### config.mk
export PLATFORM = sky130hd
export DESIGN_NAME = lc3b_control
export DESIGN_NICKNAME = d
export VERILOG_FILES = /design/src/rtl/lc3b_control_pkg.sv /design/src/rtl/lc3b_control_mem_wait_timer.sv /design/src/rtl/lc3b_control.sv
export SDC_FILE = /design/constraint.sdc
export NUM_CORES = 1
export LEC_CHECK = 0
export ABC_AREA = 1
export CORE_UTILIZATION = 38
export DETAILED_ROUTE_END_ITERATION = 8
export GPL_ROUTABILITY_DRIVEN = 0
export GPL_TIMING_DRIVEN = 0
export PLACE_DENSITY = 0.74
export SLEW_MARGIN = 20
export SYNTH_ARGS = -nofsm -noshare
export SYNTH_HDL_FRONTEND = slang
export SYNTH_SLANG_ARGS = --single-unit
### constraint.sdc
create_clock -name clk -period 1.5 [get_ports clk]
set_clock_uncertainty 0.15 [all_clocks]
set_input_delay 0.15 -clock clk [delete_from_list [all_inputs] [get_ports clk]]
set_output_delay 0.15 -clock clk [all_outputs]
set_load 0.02 [all_outputs]
### src/rtl/lc3b_control_pkg.sv
// Shared LC-3b types: opcodes, ALU operations, control FSM states and the control word.
// Used by lc3b_control and its optional memory-wait timer.
package lc3b_types;

    typedef enum logic [3:0] {
        op_br   = 4'b0000,
        op_add  = 4'b0001,
        op_ldb  = 4'b0010,
        op_stb  = 4'b0011,
        op_jsr  = 4'b0100,
        op_and  = 4'b0101,
        op_ldr  = 4'b0110,
        op_str  = 4'b0111,
        op_rti  = 4'b1000,
        op_not  = 4'b1001,
        op_ldi  = 4'b1010,
        op_sti  = 4'b1011,
        op_jmp  = 4'b1100,
        op_shf  = 4'b1101,
        op_lea  = 4'b1110,
        op_trap = 4'b1111
    } lc3b_opcode;

    typedef enum logic [2:0] {
        alu_add  = 3'd0,
        alu_and  = 3'd1,
        alu_not  = 3'd2,
        alu_pass = 3'd3,
        alu_sll  = 3'd4,
        alu_srl  = 3'd5,
        alu_sra  = 3'd6
    } lc3b_aluop;

    typedef enum logic [3:0] {
        s_fetch1    = 4'd0,
        s_fetch2    = 4'd1,
        s_fetch3    = 4'd2,
        s_decode    = 4'd3,
        s_add       = 4'd4,
        s_and       = 4'd5,
        s_not       = 4'd6,
        s_br        = 4'd7,
        s_br_taken  = 4'd8,
        s_calc_addr = 4'd9,
        s_ldr1      = 4'd10,
        s_ldr2      = 4'd11,
        s_str1      = 4'd12,
        s_str2      = 4'd13
    } lc3b_ctrl_state;

    typedef struct packed {
        logic      load_pc;
        logic      load_ir;
        logic      load_regfile;
        logic      load_mar;
        logic      load_mdr;
        logic      load_cc;
        logic      pcmux_sel;
        logic      storemux_sel;
        logic      alumux_sel;
        logic      regfilemux_sel;
        logic      marmux_sel;
        logic      mdrmux_sel;
        lc3b_aluop aluop;
        logic      mem_read;
        logic      mem_write;
    } lc3b_ctrl_word;

    // States that hold a memory request open until mem_resp arrives.
    function automatic logic is_mem_wait(lc3b_ctrl_state s);
        return (s == s_fetch2) || (s == s_ldr1) || (s == s_str2);
    endfunction

endpackage

### src/rtl/lc3b_control_mem_wait_timer.sv
// Counts cycles spent waiting for mem_resp; expired flags the last permitted wait cycle.
// Instantiated by lc3b_control only when LC3B_CTRL_MEM_TIMEOUT_EN is defined.
module lc3b_mem_wait_timer #(
    parameter int unsigned MEM_TIMEOUT = 255
) (
    input  logic clk,
    input  logic rst,
    input  logic clear,
    input  logic inc,
    output logic expired
);

    localparam int unsigned CNT_W = $clog2(MEM_TIMEOUT + 1);
    localparam logic [CNT_W-1:0] LAST_WAIT = CNT_W'(MEM_TIMEOUT - 1);

    logic [CNT_W-1:0] count_reg;

    always_ff @(posedge clk or posedge rst) begin
        if (rst) begin
            count_reg <= '0;
        end else if (clear) begin
            count_reg <= '0;
        end else if (inc) begin
            count_reg <= count_reg + 1'b1;
        end
    end

    assign expired = (count_reg == LAST_WAIT);

endmodule

### src/rtl/lc3b_control.sv
// Multicycle control FSM for the LC-3b datapath (ADD/AND/NOT/BR/LDR/STR, others run as NOP).
// Define LC3B_CTRL_MEM_TIMEOUT_EN to abort memory waits after MEM_TIMEOUT cycles with a mem_error pulse.
module lc3b_control
    import lc3b_types::*;
#(
    parameter int unsigned MEM_TIMEOUT = 255
) (
    input  logic       clk,
    input  logic       rst,
    input  logic [3:0] opcode,
    input  logic       branch_enable,
    input  logic       mem_resp,
    output logic       load_pc,
    output logic       load_ir,
    output logic       load_regfile,
    output logic       load_mar,
    output logic       load_mdr,
    output logic       load_cc,
    output logic       pcmux_sel,
    output logic       storemux_sel,
    output logic       alumux_sel,
    output logic       regfilemux_sel,
    output logic       marmux_sel,
    output logic       mdrmux_sel,
    output logic [2:0] aluop,
    output logic       mem_read,
    output logic       mem_write,
    output logic [1:0] mem_byte_enable,
    output logic       mem_error
);

    lc3b_ctrl_state state_reg;
    lc3b_ctrl_state state_next;
    lc3b_opcode     op;
    lc3b_ctrl_word  ctrl;
    logic           in_wait;
    logic           timeout;

    assign op      = lc3b_opcode'(opcode);
    assign in_wait = is_mem_wait(state_reg);

`ifdef LC3B_CTRL_MEM_TIMEOUT_EN
    logic wait_expired;

    lc3b_mem_wait_timer #(
        .MEM_TIMEOUT(MEM_TIMEOUT)
    ) u_wait_timer (
        .clk    (clk),
        .rst    (rst),
        .clear  (!in_wait),
        .inc    (in_wait && !mem_resp),
        .expired(wait_expired)
    );

    // A response arriving in the last permitted cycle still completes the access.
    assign timeout = in_wait && wait_expired && !mem_resp;
`else
    assign timeout = 1'b0;

    // MEM_TIMEOUT only matters in the timeout build; referenced here so both builds share one interface.
    if (MEM_TIMEOUT == 0) begin : g_timeout_unused
    end
`endif

    always_ff @(posedge clk or posedge rst) begin
        if (rst) begin
            state_reg <= s_fetch1;
        end else begin
            state_reg <= state_next;
        end
    end

    always_comb begin
        state_next = state_reg;
        case (state_reg)
            s_fetch1: state_next = s_fetch2;
            s_fetch2: begin
                if (mem_resp) begin
                    state_next = s_fetch3;
                end else if (timeout) begin
                    state_next = s_fetch1;
                end
            end
            s_fetch3: state_next = s_decode;
            s_decode: begin
                case (op)
                    op_add:         state_next = s_add;
                    op_and:         state_next = s_and;
                    op_not:         state_next = s_not;
                    op_br:          state_next = s_br;
                    op_ldr, op_str: state_next = s_calc_addr;
                    default:        state_next = s_fetch1;
                endcase
            end
            s_add, s_and, s_not: state_next = s_fetch1;
            s_br:        state_next = branch_enable ? s_br_taken : s_fetch1;
            s_br_taken:  state_next = s_fetch1;
            s_calc_addr: state_next = (op == op_ldr) ? s_ldr1 : s_str1;
            s_ldr1: begin
                if (mem_resp) begin
                    state_next = s_ldr2;
                end else if (timeout) begin
                    state_next = s_fetch1;
                end
            end
            s_ldr2: state_next = s_fetch1;
            s_str1: state_next = s_str2;
            s_str2: begin
                if (mem_resp || timeout) begin
                    state_next = s_fetch1;
                end
            end
            default: state_next = s_fetch1;
        endcase
    end

    always_comb begin
        ctrl       = '0;
        ctrl.aluop = alu_add;
        case (state_reg)
            s_fetch1: begin
                ctrl.marmux_sel = 1'b1;
                ctrl.load_mar   = 1'b1;
            end
            s_fetch2, s_ldr1: begin
                ctrl.mem_read   = 1'b1;
                ctrl.mdrmux_sel = 1'b1;
                ctrl.load_mdr   = 1'b1;
            end
            s_fetch3: begin
                ctrl.load_ir = 1'b1;
                ctrl.load_pc = 1'b1;
            end
            s_add: begin
                ctrl.aluop        = alu_add;
                ctrl.load_regfile = 1'b1;
                ctrl.load_cc      = 1'b1;
            end
            s_and: begin
                ctrl.aluop        = alu_and;
                ctrl.load_regfile = 1'b1;
                ctrl.load_cc      = 1'b1;
            end
            s_not: begin
                ctrl.aluop        = alu_not;
                ctrl.load_regfile = 1'b1;
                ctrl.load_cc      = 1'b1;
            end
            s_br_taken: begin
                ctrl.pcmux_sel = 1'b1;
                ctrl.load_pc   = 1'b1;
            end
            s_calc_addr: begin
                ctrl.alumux_sel = 1'b1;
                ctrl.aluop      = alu_add;
                ctrl.load_mar   = 1'b1;
            end
            s_ldr2: begin
                ctrl.regfilemux_sel = 1'b1;
                ctrl.load_regfile   = 1'b1;
                ctrl.load_cc        = 1'b1;
            end
            s_str1: begin
                ctrl.storemux_sel = 1'b1;
                ctrl.aluop        = alu_pass;
                ctrl.load_mdr     = 1'b1;
            end
            s_str2: begin
                ctrl.mem_write = 1'b1;
            end
            default: ;
        endcase
    end

    // Reset gates strobes combinationally so an in-flight request drops in the same cycle.
    assign load_pc         = ctrl.load_pc & ~rst;
    assign load_ir         = ctrl.load_ir & ~rst;
    assign load_regfile    = ctrl.load_regfile & ~rst;
    assign load_mar        = ctrl.load_mar & ~rst;
    assign load_mdr        = ctrl.load_mdr & ~rst;
    assign load_cc         = ctrl.load_cc & ~rst;
    assign mem_read        = ctrl.mem_read & ~rst;
    assign mem_write       = ctrl.mem_write & ~rst;
    assign mem_error       = timeout & ~rst;
    assign pcmux_sel       = ctrl.pcmux_sel;
    assign storemux_sel    = ctrl.storemux_sel;
    assign alumux_sel      = ctrl.alumux_sel;
    assign regfilemux_sel  = ctrl.regfilemux_sel;
    assign marmux_sel      = ctrl.marmux_sel;
    assign mdrmux_sel      = ctrl.mdrmux_sel;
    assign aluop           = ctrl.aluop;
    assign mem_byte_enable = 2'b11;

endmodule
==> key figures <==
Power and ir drop
  – Leak: 0.516 nW
  – Sw frac: 51.7%
  – Final Power: 0.00154 W
  – Internal: 0.000745 W
  – Switching power: 0.000797 W
  – Clock Power Share: 8.3%
  – Pwr dens: 1590 nW/um^2
  – Comb pwr share: 74.3%
  – Sequential Power Share: 17.3%
  – Max rail drop VDD: 933 uV

Critical path
  – Crit. End Element: output pin
  – Crit-path cells: inv_2 -> nor2_2 -> nand2_2 -> nand2_2 -> inv_2 -> a21oi_2 -> buf_6
  – Max incr delay on CP: 0.48 ns
  – Max stage delay cell, worst path: dfrtp_2
  – Setup CP Type: register to output pin
  – Startpoint types: register
  – Reg-to-reg startpoint: state_reg[3]
  – R2r endpoint: state_reg[3]
  – Delay-heaviest family, CP: flip-flops
  – Critical path data arrival time: 1.35 ns
  – R2R setup slack: 0 ns
  – CP max FO: 6
  – Req. time, crit path: 1.20 ns
  – Buf+Inv Stages, Crit Path: 3
  – Worst r2r path cells: 10

Drt
  – Iteration-0 DRC Markers: 16
  – Via Count: 724
  – Post-DRT Antenna Nets: 0
  – DRT Wirelength: 1540 um
  – Routed WL per cell: 9.70 um
  – DRC: 0
  – Detailed Routing Iterations Pass 1: 4
  – DR vias/cell: 4.55

Flow run
  – Max-Cap Viols: 0

Cells and area
  – Multi-input logic area: 432 sq um
  – Area grow syn2layout: 77.8%
  – Reg area: 105 sq um
  – Fraction of layout cells with a size suffix above 1: 47.9%
  – Fin util: 73.8%
  – Filler Cells Inserted: 123
  – Final Cell Area: 972 sq um
  – Final nets: 154
  – Non-filler cells, final: 159
  – Largest register FFs: 4
  – Antenna diodes: 0

Yosys
  – Sequential share of the synthesized area: 18.3%
  – Leading cell types by count after synthesis: nand2_1, nor2_1, inv_1
  – Fraction of registers with async set/reset: 100%
  – Seq cells post-synth: 4
  – Syn avg cell area: 5.06 sq um
  – EDFF count, synth: 0
  – Top cells by area, synth: nand2_1, dfrtp_1, nor2_1
  – Dominant cell type by area after synthesis: nand2_1
  – Syn Std Cell Area: 547 sq um
  – Top-area cell type share of the netlist area: 22.0%
  – Post-Synthesis Cells: 108
  – Cell with the most instances after synthesis: nand2_1
  – Syn. warnings: 0
  – Yosys cell types: 15
  – Synth Flop Type: dfrtp_1

Global routing
  – Number of global-route vias before repair: 544
  – Largest net degree at the start of global routing: 9
  – Initial antenna violation count: 0
  – Global-route wire length before repair: 2180 um
  – Global route total overflow: 0
  – GRT Util Overall: 20.6%

Status
  – Status: finished, violations left
  – Failing checks: setup timing

CTS
  – CTS tree: yes
  – Clk pin slew, worst setup/hold paths: 0.04 ns
  – CTS Sinks: 4
  – Max Buffers Root-to-Sink: 2
  – CTS H-Tree Depth: 1
  – Clk_lat worst skew: 0.23 ns
  – Clock root buffer: clkbuf_4
  – Num CTS Buffers: 3

Floorplanning
  – Initial Util: 41.5%
  – Die Ht: 39.9 um
  – Die ar.: 1590 sq um
  – Core footprint: 1320 sq um
  – Die Wd: 39.9 um
  – I/O pin cnt: 28
  – Site Rows: 13

STA
  – Slew Viols, Final: 0
  – Fin crit period: 1.65 ns
  – Fin. Hold Viols: 0
  – Setup violations, final: 13
  – Fmax: 0.607 GHz
  – Setup ws final: -0.148 ns
  – RSZ-0062 raised after global routing: true
  – Final Cycle Share: 110%

Place
  – Count of buffers from port buffering: 22
  – Placed cells: 147
  – Hpwl dp: 1130 um
  – Dpl cell area: 840 sq um

Hold path
  – Worst Hold Class: primary input to asynchronous set/reset pin
==> worst max path at each step <==
stage,start,end,cells after the start
global placement,state_reg[3],load_pc,6
global route,state_reg[3],load_mdr,7
floorplan,state_reg[2],load_regfile,6
CTS,state_reg[3],load_pc,6
detailed placement,state_reg[3],load_pc,6
finish,state_reg[3],load_mdr,7
==> cells in the final DEF (no fill, tap or decap) <==
master	synthesis	final
a21oi_1	3	1
a21oi_2	0	2
buf_2	0	2
buf_4	5	16
buf_6	0	11
clkbuf_1	1	1
clkbuf_4	0	3
clkdlybuf4s50_1	0	6
conb_1	2	4
dfrtp_2	0	4
dlygate4sd3_1	0	1
inv_1	14	9
inv_2	3	7
inv_4	0	1
nand2_1	32	29
nand2_2	3	5
nand2_4	0	1
nand3_1	5	4
nand3_2	0	1
nand4_1	1	1
nor2_1	26	15
nor2_2	5	10
nor2_4	0	6
nor3_1	2	2
o21ai_0	2	2
==> worst register-to-register path: cells and delay by family, from the launching register on <==
family                 cells  cell delay (ns)
buffers and inverters      3             0.25
and+or+nand+nor            7             0.52
DFF                        1             0.48
==> power groups by stage <==
| stage | logic (W) | registers [W] | clock network, W |
|---|---|---|---|
| 3_3_place_gp | 0.000947 | 0.000220 | 0 |
| 6_report | 0.00115 | 0.000267 | 0.000129 |
| 3_5_place_dp | 0.000954 | 0.000221 | 0 |
| 5_1_grt | 0.00125 | 0.000274 | 0.000148 |
| 2_1_floorplan | 0.000657 | 0.000210 | 0 |
| 4_1_cts | 0.00105 | 0.000260 | 0.000133 |
==> per-stage QoR <==
step	setup WS [ns]	hold slack, ns	TNS (ns)
6_report	-0.148	0.401	-1.11
5_1_grt	-0.214	0.411	-1.95
4_1_cts	-0.131	0.398	-0.754
3_5_place_dp	-0.534	0.0722	-5.24
3_3_place_gp	-0.445	0.0593	-5.02
2_1_floorplan	-0.0362	-0.0153	-0.0591
==> area by class of cell <==
class	instances	area share (%)
Buffer	6	4.63
Clock buffer	3	2.32
Inverter	17	6.82
Multi-Input combinational cell	83	44.4
Sequential cell	4	10.8
Tap cell	15	1.93
Timing Repair Buffer	31	29.1
==> routing by layer <==
metal | vias to the layer above | share of wire (%) | wire [um] | track usage, %
li1 | 388 | - | - | -
met1 | 320 | 46 | 712 | 25.4
met2 | 16 | 51 | 780 | 37.9
met3 | 0 | 3.2 | 50 | 1.67
met4 | 0 | 0 | 0 | 5.17
met5 | - | 0 | 0 | 0
==> cells by family after synthesis <==
family,after synthesis,synth area share [%]
other cells,2,1.37
simple gates,74,56.5
buf+inv,23,19.2
compound gates,5,4.58
flops,4,18.3
==> repair_timing <==
item                                   CTS  global route
pin swaps                                6             2
gates resized for setup                 93            17
setup endpoints to repair               16            18
setup buffers                            6             2
endpoints found under the hold margin    4             0
hold buffers                             1             0
Note: power is estimated with default switching activity, not from simulation.
==> RTL change, RTL diff (same settings) <==
Build with the macro `LC3B_CTRL_MEM_TIMEOUT_EN` defined.
--- a/src/rtl/lc3b_control.sv
+++ b/src/rtl/lc3b_control.sv
@@ -1,5 +1,7 @@
 // Multicycle control FSM for the LC-3b datapath (ADD/AND/NOT/BR/LDR/STR, others run as NOP).
 // Define LC3B_CTRL_MEM_TIMEOUT_EN to abort memory waits after MEM_TIMEOUT cycles with a mem_error pulse.
+`define LC3B_CTRL_MEM_TIMEOUT_EN
+
 module lc3b_control
     import lc3b_types::*;
 #(
Formal check against the unedited RTL: same outputs for any inputs over 10 cycles, from zero or initial values and one cycle with rst high; that may be too few to reach the edited logic, so the function may still have changed.
==> RTL change against the original RTL <==
The flow still finishes with violations (negative setup slack). Total power grew 58%. Sequential cell count grew 8. Hold slack got worse by 0.36 ns. Area after synthesis increased by 92%. Worst setup slack worse by 0.14 ns. Final area increased by 71%. Maximum frequency is 7.7% lower. Wire length increased by 110%. First-iteration DRC count rose to 2.6 times the old value.
==> RTL change: results (changes against the original RTL) <==
[run_status]
status = complete, but fails checks
violations = negative setup slack

[clock_tree]
cts_buffers = 3  ; unchanged
clk_pin_slew_ns = 0.08  ; +0.04 ns
clkLatencyLatePin_ns = 0.27  ; +0.04 ns
htreeDepth = 1  ; unchanged

[timing]
fin_ws_ns = -0.286  ; -0.137 ns
setup_viol = 19  ; +6

[route]
drt_iter0_markers = 42  ; +26
via_per_inst = 5.11  ; +12%
wire_per_inst_um = 13.3  ; +37%
vias = 1222  ; +69%

[synthesis]
synth.area.top_cells = dfrtp_1 (29%), nand2_1 (13%), nor2_1 (10%)
seq_area_frac_synth = 0.287  ; +0.104
ys_types = 29  ; +14
synthCells = 163  ; +51%
synth_common_cells = nand2_1 (37), nor2_1 (28), inv_1 (20), dfrtp_1 (12), nand3_1 (11)

[final_layout]
fin_nets = 220  ; +43%
drive_gt1_frac = 0.502  ; +0.0232
largest_reg_flops = 8  ; +4

[power_and_ir_drop]
leakage_nw = 0.841  ; +63%
ir_worst_vdd_uv = 1030  ; +11%
intPower_mw = 1.25  ; +68%

[placement]
dpl.hpwl_um = 1880  ; +66%
place_area_um2 = 1330  ; +59%
post-place-ws_ns = -0.560  ; -0.0264 ns

[grt]
grt_pass1_wl_um = 4290  ; +97%
track_usage = 0.199  ; -0.00742
grt_max_degree = 13  ; +4
grt_pass1_vias = 988  ; +82%

[setup_path]
arrival_ns = 1.49  ; +0.14 ns
slowest_delay_ns = 0.50  ; +0.02 ns

[hold_path]
hold_path_class = in -> reg

-- RTL change: path summary, 6_finish.rpt --
kind	to	slack, ns	from	cells after the start
worst max-delay path	load_pc	-0.29	state_reg[1]$_DFFE_PP0P_	7
worst max register to register	state_reg[0]$_DFFE_PP0P_	-0.13	state_reg[1]$_DFFE_PP0P_	10
worst min register to register	u_wait_timer.count_reg[7]$_DFFE_PP0P_	0.46	u_wait_timer.count_reg[7]$_DFFE_PP0P_	2
max in group asynchronous	state_reg[1]$_DFFE_PP0P_	0.32	rst	3
min in group asynchronous	u_wait_timer.count_reg[2]$_DFFE_PP0P_	0.52	rst	3
worst min-delay path	u_wait_timer.count_reg[0]$_DFFE_PP0P_	0.04	mem_resp	4
-- RTL change: per-stage QoR --
stage / hold slack [ns] / util / TNS, ns
floorplan: 0.113 / - / -0.0821
global placement: 0.229 / 0.524 / -5.15
detailed placement: 0.251 / 0.524 / -5.48
CTS: 0.0243 / 0.596 / -2.06
global route: 0.0677 / 0.654 / -4.60
finish: 0.0433 / 0.654 / -3.31
-- RTL change: logic make-up (layout without fill, tap and decap cells) --
logic type / count (synthesis) / in the layout / synth area share
xor+xnor: 2 / 2 / 0.0167
fa+ha+maj: 2 / 2 / 0.0239
buf+inv: 35 / 80 / 0.158
other cells: 2 / 3 / 0.00717
simple gates: 97 / 97 / 0.440
flops: 12 / 12 / 0.287
compound gates: 13 / 13 / 0.0681
-- RTL change: what timing repair did --
item	4_1_cts	5_1_grt
setup endpoints to repair	19	21
setup buffers	9	10
hold buffers	2	0
resized for setup	123	25
pin swaps	11	12
endpoints found under the hold margin	13	0
-- RTL change: per-layer routing --
metal	share of wire	wire length, um	GRT usage
met2	0.51	1620	0.337
met5	0	0	0
met4	0.023	72	0.0470
met1	0.42	1340	0.264
met3	0.045	144	0.0278
-- RTL change: final cells by class --
cell class | count | area [um^2]
Fill cell | 201 | 881
Timing Repair Buffer | 41 | 364
Tap cell | 30 | 37.5
Inverter | 28 | 116
Sequential cell | 12 | 304
Clock buffer | 4 | 36.3
Buffer | 7 | 56.3
Multi-Input combinational cell | 117 | 749
-- RTL change: power groups by stage --
| stage | Clock (mW) | Combinational, mW | Sequential (mW) |
|---|---|---|---|
| finish | 0.255 | 1.70 | 0.493 |
| detailed placement | 0 | 1.14 | 0.456 |
| global placement | 0 | 1.12 | 0.453 |
| global route | 0.280 | 1.81 | 0.497 |
| floorplan | 0 | 0.812 | 0.444 |
| CTS | 0.259 | 1.45 | 0.465 |
-- RTL change: worst reg2reg max path, stage by stage, from the launching register on --
cell and delay [ns]:
dfrtp_2 0.50, inv_2 0.09, nor2_4 0.15, nand2_4 0.09, buf_4 0.15, buf_6 0.11
nand2_2 0.05, nand2_2 0.05, nor2_2 0.10, nand2_2 0.07, nand3_2 0.05
